<file path="config.mk">
export PLATFORM = sky130hd
export DESIGN_NAME = mem_access_stage_flat
export DESIGN_NICKNAME = d
export VERILOG_FILES = /design/src/rtl/mem_access_stage_if.sv /design/src/rtl/mem_access_stage.sv /design/src/flat_wrapper.sv
export SDC_FILE = /design/constraint.sdc
export NUM_CORES = 1
export LEC_CHECK = 0
export CORE_ASPECT_RATIO = 0.5
export CORE_MARGIN = 2
export CORE_UTILIZATION = 30
export DETAILED_ROUTE_END_ITERATION = 8
export SYNTH_ARGS = -nofsm -noshare
export SYNTH_HDL_FRONTEND = slang
export SYNTH_SLANG_ARGS = --single-unit
</file>
<file path="constraint.sdc">
create_clock -name clk -period 4.6 [get_ports clk]
set_input_delay 0.46 -clock clk [delete_from_list [all_inputs] [get_ports clk]]
set_output_delay 0.46 -clock clk [all_outputs]
set_load 0.01 [all_outputs]
</file>
<file path="src/rtl/mem_access_stage_if.sv">
// Bundle of the M-stage inputs, data-memory port, stall and MEM/WB outputs
// for the memory-access stage.
interface mem_access_stage_if;
  logic        validM;
  logic        RegWriteM;
  logic [1:0]  ResultSrcM;
  logic        MemWriteM;
  logic [2:0]  funct3M;
  logic [31:0] ALUResultM;
  logic [31:0] WriteDataM;
  logic [4:0]  RdM;
  logic [31:0] PCPlus4M;

  logic        dmem_req;
  logic        dmem_we;
  logic [31:0] dmem_addr;
  logic [3:0]  dmem_be;
  logic [31:0] dmem_wdata;
  logic [31:0] dmem_rdata;
  logic        dmem_ready;

  logic        stallM;

  logic        validW;
  logic        RegWriteW;
  logic [1:0]  ResultSrcW;
  logic [31:0] ALUResultW;
  logic [31:0] ReadDataW;
  logic [31:0] PCPlus4W;
  logic [4:0]  RdW;
  logic        faultW;

  modport slave (
    input  validM, RegWriteM, ResultSrcM, MemWriteM, funct3M, ALUResultM,
           WriteDataM, RdM, PCPlus4M, dmem_rdata, dmem_ready,
    output dmem_req, dmem_we, dmem_addr, dmem_be, dmem_wdata, stallM,
           validW, RegWriteW, ResultSrcW, ALUResultW, ReadDataW, PCPlus4W,
           RdW, faultW
  );

  modport master (
    output validM, RegWriteM, ResultSrcM, MemWriteM, funct3M, ALUResultM,
           WriteDataM, RdM, PCPlus4M, dmem_rdata, dmem_ready,
    input  dmem_req, dmem_we, dmem_addr, dmem_be, dmem_wdata, stallM,
           validW, RegWriteW, ResultSrcW, ALUResultW, ReadDataW, PCPlus4W,
           RdW, faultW
  );
endinterface

</file>
<file path="src/rtl/mem_access_stage.sv">
// RISC-V memory-access stage: byte-lane alignment, load extension, wait-state
// FSM with timeout, and the MEM/WB register (state updates on falling edge).
module mem_access_stage #(
  parameter int unsigned TIMEOUT = 255
) (
  input logic               clk,
  input logic               reset,
  mem_access_stage_if.slave bus
);
  typedef enum logic {S_IDLE = 1'b0, S_WAIT = 1'b1} state_e;

  localparam logic [7:0] TO_LAST = 8'(TIMEOUT - 32'd1);
  localparam logic       TO_EN   = (TIMEOUT != 32'd0);

  state_e      state_q, state_d;
  logic [7:0]  cnt_q, cnt_d;
  logic        valid_q, regwrite_q, fault_q;
  logic [1:0]  rsrc_q;
  logic [31:0] alu_q, rdata_q, pc4_q;
  logic [4:0]  rd_q;

  logic [1:0]  lane_s;
  logic        access_s, load_s, bad_s, good_s;
  logic        req_s, stall_s, abort_s, fault_s;
  logic [31:0] ext_s;

  function automatic logic f3_legal(input logic [2:0] f3, input logic store);
    case (f3)
      3'b000, 3'b001, 3'b010: f3_legal = 1'b1;
      3'b100, 3'b101:         f3_legal = ~store;
      default:                f3_legal = 1'b0;
    endcase
  endfunction

  function automatic logic misaligned(input logic [2:0] f3, input logic [1:0] a);
    case (f3[1:0])
      2'b01:   misaligned = a[0];
      2'b10:   misaligned = (a != 2'b00);
      default: misaligned = 1'b0;
    endcase
  endfunction

  function automatic logic [3:0] store_be(input logic [2:0] f3, input logic [1:0] a);
    case (f3[1:0])
      2'b00:   store_be = 4'b0001 << a;
      2'b01:   store_be = 4'b0011 << a;
      default: store_be = 4'b1111;
    endcase
  endfunction

  function automatic logic [31:0] store_data(input logic [2:0] f3, input logic [31:0] wd);
    case (f3[1:0])
      2'b00:   store_data = {4{wd[7:0]}};
      2'b01:   store_data = {2{wd[15:0]}};
      default: store_data = wd;
    endcase
  endfunction

  function automatic logic [31:0] load_ext(input logic [2:0] f3, input logic [1:0] a,
                                           input logic [31:0] rd);
    logic [7:0]  b;
    logic [15:0] h;
    case (a)
      2'b00:   b = rd[7:0];
      2'b01:   b = rd[15:8];
      2'b10:   b = rd[23:16];
      default: b = rd[31:24];
    endcase
    h = a[1] ? rd[31:16] : rd[15:0];
    case (f3)
      3'b000:  load_ext = {{24{b[7]}}, b};
      3'b001:  load_ext = {{16{h[15]}}, h};
      3'b100:  load_ext = {24'd0, b};
      3'b101:  load_ext = {16'd0, h};
      default: load_ext = rd;
    endcase
  endfunction

  assign lane_s   = bus.ALUResultM[1:0];
  assign access_s = bus.validM & (bus.MemWriteM | (bus.ResultSrcM == 2'b01));
  assign load_s   = (bus.ResultSrcM == 2'b01) & ~bus.MemWriteM;
  assign bad_s    = access_s & (~f3_legal(bus.funct3M, bus.MemWriteM)
                                | misaligned(bus.funct3M, lane_s));
  assign good_s   = access_s & ~bad_s;
  assign fault_s  = bad_s | abort_s;
  assign ext_s    = (load_s & good_s & ~abort_s)
                    ? load_ext(bus.funct3M, lane_s, bus.dmem_rdata) : 32'd0;

  // Wait-state FSM; in WAIT the M inputs are frozen by the stall, so the
  // dmem outputs derived from them stay stable without extra holding regs.
  always_comb begin
    state_d = state_q;
    cnt_d   = cnt_q;
    req_s   = 1'b0;
    stall_s = 1'b0;
    abort_s = 1'b0;
    case (state_q)
      S_IDLE: begin
        if (good_s) begin
          req_s = 1'b1;
          if (!bus.dmem_ready) begin
            stall_s = 1'b1;
            cnt_d   = 8'd0;
            state_d = S_WAIT;
          end else begin
            state_d = S_IDLE;
          end
        end else begin
          state_d = S_IDLE;
        end
      end
      S_WAIT: begin
        req_s = 1'b1;
        if (bus.dmem_ready) begin
          state_d = S_IDLE;
        end else if (TO_EN && (cnt_q == TO_LAST)) begin
          abort_s = 1'b1;
          state_d = S_IDLE;
        end else begin
          stall_s = 1'b1;
          cnt_d   = cnt_q + 8'd1;
        end
      end
      default: state_d = S_IDLE;
    endcase
  end

  // FSM state and wait counter
  always_ff @(negedge clk or negedge reset) begin
    if (!reset) begin
      state_q <= S_IDLE;
      cnt_q   <= 8'd0;
    end else begin
      state_q <= state_d;
      cnt_q   <= cnt_d;
    end
  end

  // MEM/WB register; a stall inserts a bubble while holding the datapath fields
  always_ff @(negedge clk or negedge reset) begin
    if (!reset) begin
      valid_q    <= 1'b0;
      regwrite_q <= 1'b0;
      fault_q    <= 1'b0;
      rsrc_q     <= 2'b00;
      alu_q      <= 32'd0;
      rdata_q    <= 32'd0;
      pc4_q      <= 32'd0;
      rd_q       <= 5'd0;
    end else if (stall_s) begin
      valid_q    <= 1'b0;
      regwrite_q <= 1'b0;
      fault_q    <= 1'b0;
    end else begin
      valid_q    <= bus.validM;
      regwrite_q <= bus.RegWriteM & bus.validM & ~fault_s;
      fault_q    <= fault_s;
      rsrc_q     <= bus.ResultSrcM;
      alu_q      <= bus.ALUResultM;
      rdata_q    <= ext_s;
      pc4_q      <= bus.PCPlus4M;
      rd_q       <= bus.RdM;
    end
  end

  assign bus.dmem_req   = reset & req_s;
  assign bus.dmem_we    = reset & req_s & bus.MemWriteM;
  assign bus.stallM     = reset & stall_s;
  assign bus.dmem_addr  = {bus.ALUResultM[31:2], 2'b00};
  assign bus.dmem_be    = load_s ? 4'b1111 : store_be(bus.funct3M, lane_s);
  assign bus.dmem_wdata = store_data(bus.funct3M, bus.WriteDataM);

  assign bus.validW     = valid_q;
  assign bus.RegWriteW  = regwrite_q;
  assign bus.ResultSrcW = rsrc_q;
  assign bus.ALUResultW = alu_q;
  assign bus.ReadDataW  = rdata_q;
  assign bus.PCPlus4W   = pc4_q;
  assign bus.RdW        = rd_q;
  assign bus.faultW     = fault_q;
endmodule

</file>
<file path="src/flat_wrapper.sv">
// flat-port wrapper written by rule: the top's interface ports become plain ports
module mem_access_stage_flat 
#(
  parameter int unsigned TIMEOUT = 255
)
  (clk, reset, bus_validM, bus_RegWriteM, bus_ResultSrcM, bus_MemWriteM, bus_funct3M, bus_ALUResultM, bus_WriteDataM, bus_RdM, bus_PCPlus4M, bus_dmem_rdata, bus_dmem_ready, bus_dmem_req, bus_dmem_we, bus_dmem_addr, bus_dmem_be, bus_dmem_wdata, bus_stallM, bus_validW, bus_RegWriteW, bus_ResultSrcW, bus_ALUResultW, bus_ReadDataW, bus_PCPlus4W, bus_RdW, bus_faultW);
  mem_access_stage_if bus_i ();
  input logic clk;
  input logic reset;
  input wire logic [$bits(bus_i.validM)-1:0] bus_validM;
  input wire logic [$bits(bus_i.RegWriteM)-1:0] bus_RegWriteM;
  input wire logic [$bits(bus_i.ResultSrcM)-1:0] bus_ResultSrcM;
  input wire logic [$bits(bus_i.MemWriteM)-1:0] bus_MemWriteM;
  input wire logic [$bits(bus_i.funct3M)-1:0] bus_funct3M;
  input wire logic [$bits(bus_i.ALUResultM)-1:0] bus_ALUResultM;
  input wire logic [$bits(bus_i.WriteDataM)-1:0] bus_WriteDataM;
  input wire logic [$bits(bus_i.RdM)-1:0] bus_RdM;
  input wire logic [$bits(bus_i.PCPlus4M)-1:0] bus_PCPlus4M;
  input wire logic [$bits(bus_i.dmem_rdata)-1:0] bus_dmem_rdata;
  input wire logic [$bits(bus_i.dmem_ready)-1:0] bus_dmem_ready;
  output wire logic [$bits(bus_i.dmem_req)-1:0] bus_dmem_req;
  output wire logic [$bits(bus_i.dmem_we)-1:0] bus_dmem_we;
  output wire logic [$bits(bus_i.dmem_addr)-1:0] bus_dmem_addr;
  output wire logic [$bits(bus_i.dmem_be)-1:0] bus_dmem_be;
  output wire logic [$bits(bus_i.dmem_wdata)-1:0] bus_dmem_wdata;
  output wire logic [$bits(bus_i.stallM)-1:0] bus_stallM;
  output wire logic [$bits(bus_i.validW)-1:0] bus_validW;
  output wire logic [$bits(bus_i.RegWriteW)-1:0] bus_RegWriteW;
  output wire logic [$bits(bus_i.ResultSrcW)-1:0] bus_ResultSrcW;
  output wire logic [$bits(bus_i.ALUResultW)-1:0] bus_ALUResultW;
  output wire logic [$bits(bus_i.ReadDataW)-1:0] bus_ReadDataW;
  output wire logic [$bits(bus_i.PCPlus4W)-1:0] bus_PCPlus4W;
  output wire logic [$bits(bus_i.RdW)-1:0] bus_RdW;
  output wire logic [$bits(bus_i.faultW)-1:0] bus_faultW;
  assign bus_i.validM = bus_validM;
  assign bus_i.RegWriteM = bus_RegWriteM;
  assign bus_i.ResultSrcM = bus_ResultSrcM;
  assign bus_i.MemWriteM = bus_MemWriteM;
  assign bus_i.funct3M = bus_funct3M;
  assign bus_i.ALUResultM = bus_ALUResultM;
  assign bus_i.WriteDataM = bus_WriteDataM;
  assign bus_i.RdM = bus_RdM;
  assign bus_i.PCPlus4M = bus_PCPlus4M;
  assign bus_i.dmem_rdata = bus_dmem_rdata;
  assign bus_i.dmem_ready = bus_dmem_ready;
  assign bus_dmem_req = bus_i.dmem_req;
  assign bus_dmem_we = bus_i.dmem_we;
  assign bus_dmem_addr = bus_i.dmem_addr;
  assign bus_dmem_be = bus_i.dmem_be;
  assign bus_dmem_wdata = bus_i.dmem_wdata;
  assign bus_stallM = bus_i.stallM;
  assign bus_validW = bus_i.validW;
  assign bus_RegWriteW = bus_i.RegWriteW;
  assign bus_ResultSrcW = bus_i.ResultSrcW;
  assign bus_ALUResultW = bus_i.ALUResultW;
  assign bus_ReadDataW = bus_i.ReadDataW;
  assign bus_PCPlus4W = bus_i.PCPlus4W;
  assign bus_RdW = bus_i.RdW;
  assign bus_faultW = bus_i.faultW;
  mem_access_stage #(.TIMEOUT(TIMEOUT)) u_core (.clk(clk), .reset(reset), .bus(bus_i));
endmodule
</file>
==> impl_metrics.toml <==
[placed_design]
gp_congestion = 0.882
place.port_buffers = 318
dp.cells = 1066
pre_cts_ws_ns = -0.453
dp_hpwl_um = 15500

[yosys]
synth-edff-count = 0
yosysMostFrequentCell = "dfrtn_1"
netlist_top_cells_area = "dfrtn_1, mux2_4, buf_4, o2bb2ai_1, nand2_1"
yosys_most_used_dff = "dfrtn_1"
netlist_area_um2 = 6090
synth_top_area_frac = 0.472
avgSynthCellArea_um2 = 12.0
ys_ff_latch = 115
yosysTopAreaCell = "dfrtn_1"
ys_types = 53
yosysSeqAreaShare = 0.472
synthArstFlopShare = 1.00
syn_inst = 507
yosys-top-cells-count = "dfrtn_1, mux2_4, nand2_1"
ys.warnings.count = 0

[critical_path]
cp_max_fo = 15
path_class = "in -> reg"
timing.rr.start = "u_core.cnt_q[1]$_DFFE_NN0P_"
setup.worst_path.end_class = "register"
critPathRequiredTime_ns = 2.53
critPathLaunchType = "input pin"
r2r-end = "u_core.bus.ALUResultW[3]$_DFFE_NN0N_"
r2r.worst_path.cells = 8
arrival_ns = 2.46
regToRegSetupSlack_ns = 2.29

[power_and_ir_drop]
power_density_nw_per_um2 = 318
internal_power_mw = 2.44
pwr-share-seq = 0.345
ir_drop_mv = 0.284
pwr-share-clk = 0.419
sw_frac_of_total = 0.260
p_leak_nw = 4.41
p_switching_mw = 0.854
pwr-share-comb = 0.235
power_mw = 3.29

[cells_and_area]
syn_to_final_growth_pct = 70.1
utilization = 0.526
diodes = 0
fin_cells = 1109
layout-drive-gt1-share = 0.209
nets = 979
fillers = 1746

[die]
ios = 321
die_w_um = 206
initial_utilization = 0.309
rows = 36
dieArea_um2 = 21500
dieHeight_um = 105
core_area_um2 = 19700

[route]
drt-initial-drc-count = 312
first_pass_iters = 7
viasPerCell = 4.72
vias = 5240
drt_wl_total_um = 20900
wire_per_inst_um = 18.8
drc = 0
postRouteAntennaNets = 0

[hold_path]
hp-class = "reg -> reg"
hold_depth = 1
hold_end = "u_core.bus.ReadDataW[16]$_DFFE_NN0N_"
min_from = "u_core.bus.ReadDataW[16]$_DFFE_NN0N_"

[timing]
drv_slew = 0
setup_slack_ns = 0.0728
slew_headroom = 0.606
setup_viol = 0
fin_worst_skew_ns = 0.00875
rsz0062_at_grt = "no"
hold_violations = 0
tightestPinTransition_ns = 0.576
tns_ns = 0

[grt]
grt_usage = 0.190
grt_pass1_wl_um = 31300
grt_max_degree = 107
antenna_found_initial = 0
grt_pass1_vias = 5327
globalRouteOverflowTotal = 0

[clock_network]
h-tree-depth = 4
cts_sinks = 115
clkTransAtPathRegs_ns = 0.04
cts_root_buffer = "clkbuf_16"
clock_path_buffers = 2
numCtsBuffers = 17
cts_hold_buf = 0
cts_tree = "done"
clk_latency_ns = 0.39

[flow_run]
drv_cap = 0

[run_status]
status = "finished, final reports clean"
cell type report:
| type | instances | area [um^2] | area share |
|---|---|---|---|
| well taps | 266 | 333 | 0.0321 |
| repair buffers | 373 | 3780 | 0.365 |
| multi-input cells | 308 | 2690 | 0.260 |
| clock inverters | 13 | 173 | 0.0167 |
| flip-flops and latches | 115 | 2880 | 0.278 |
| clock buffers | 19 | 443 | 0.0427 |
| inverters | 15 | 61.3 | 0.00592 |
worst max-delay path: stages:
cell and delay, ns:
clkdlybuf4s15_1 0.19, inv_1 0.06, buf_4 0.12, ha_1 0.20
nor2b_1 0.14, o211a_4 0.25, a31oi_4 0.23, clkinv_4 0.16
buf_12 0.17, buf_12 0.15, mux2_4 0.30
cells by family (layout without fill, tap and decap cells):
logic type,Yosys count,count (layout),synth area share
flops,115,115,0.472
xor+xnor,5,5,0.00719
simple gates,114,114,0.0873
mux,83,83,0.198
other cells,1,2,0.000616
buf+inv,85,420,0.0894
compound gates,99,99,0.135
fa+ha+maj,5,5,0.0103
worst max path at each step:
stage | cells after the start | from | slack [ns] | endpoint
2_1_floorplan | 9 | bus_funct3M[1] | 0.10 | u_core.bus.ALUResultW[0]$_DFFE_NN0N_
3_3_place_gp | 9 | bus_funct3M[0] | -0.44 | u_core.bus.ALUResultW[8]$_DFFE_NN0N_
3_5_place_dp | 9 | bus_funct3M[0] | -0.45 | u_core.bus.ALUResultW[29]$_DFFE_NN0N_
4_1_cts | 6 | u_core.cnt_q[0]$_DFFE_NN0P_ | 0.06 | bus_stallM
5_1_grt | 11 | bus_funct3M[0] | 0.001 | u_core.bus.ALUResultW[18]$_DFFE_NN0N_
6_report | 11 | bus_funct3M[0] | 0.07 | u_core.bus.ALUResultW[3]$_DFFE_NN0N_
timing repair:
item,CTS,global route
endpoints found under the setup margin,85,3
pin swaps,3,3
resized for setup,14,5
setup buffers,6,2
gates cloned,4,0
power groups by stage:
stage | clock, mW | combinational, mW | sequential [mW]
2_1_floorplan | 0 | 0.298 | 1.17
3_3_place_gp | 0 | 0.742 | 1.15
3_5_place_dp | 0 | 0.750 | 1.15
4_1_cts | 1.41 | 0.782 | 1.14
5_1_grt | 1.45 | 0.822 | 1.14
6_report | 1.38 | 0.774 | 1.14
placed cells by master (no fill, tap or decap), types with 13 or more instances in the layout:
cell and count:
clkdlybuf4s50_1 314, dfrtn_1 115, mux2_4 70, nand2_1 46, buf_4 43, nor2_1 34
o2bb2ai_1 27, clkbuf_16 17, a22o_1 15, inv_1 13
flip-flops by register name, summed over array words and instances (netlist names):
signal,cells
u_core.state_q,1
u_core.bus.ResultSrcW,2
u_core.bus.RegWriteW,1
u_core.bus.RdW,5
u_core.bus.validW,1
u_core.bus.faultW,1
u_core.bus.ReadDataW,32
u_core.cnt_q,8
u_core.bus.PCPlus4W,32
u_core.bus.ALUResultW,32
routing by layer:
layer	up-vias	track usage	share of wire
li1	2443	-	-
met1	2600	0.229	0.40
met2	175	0.339	0.52
met3	22	0.0430	0.068
met4	0	0.0555	0.015
met5	-	0	0
through the flow:
stage               hold WS, ns  instance area (um^2)
CTS                       0.439                 10400
detailed placement        0.434                  9540
global placement          0.434                  9540
finish                    0.433                 10400
global route              0.454                 10400
floorplan                 0.437                  6090
Note: power is estimated with default switching activity, not from simulation.
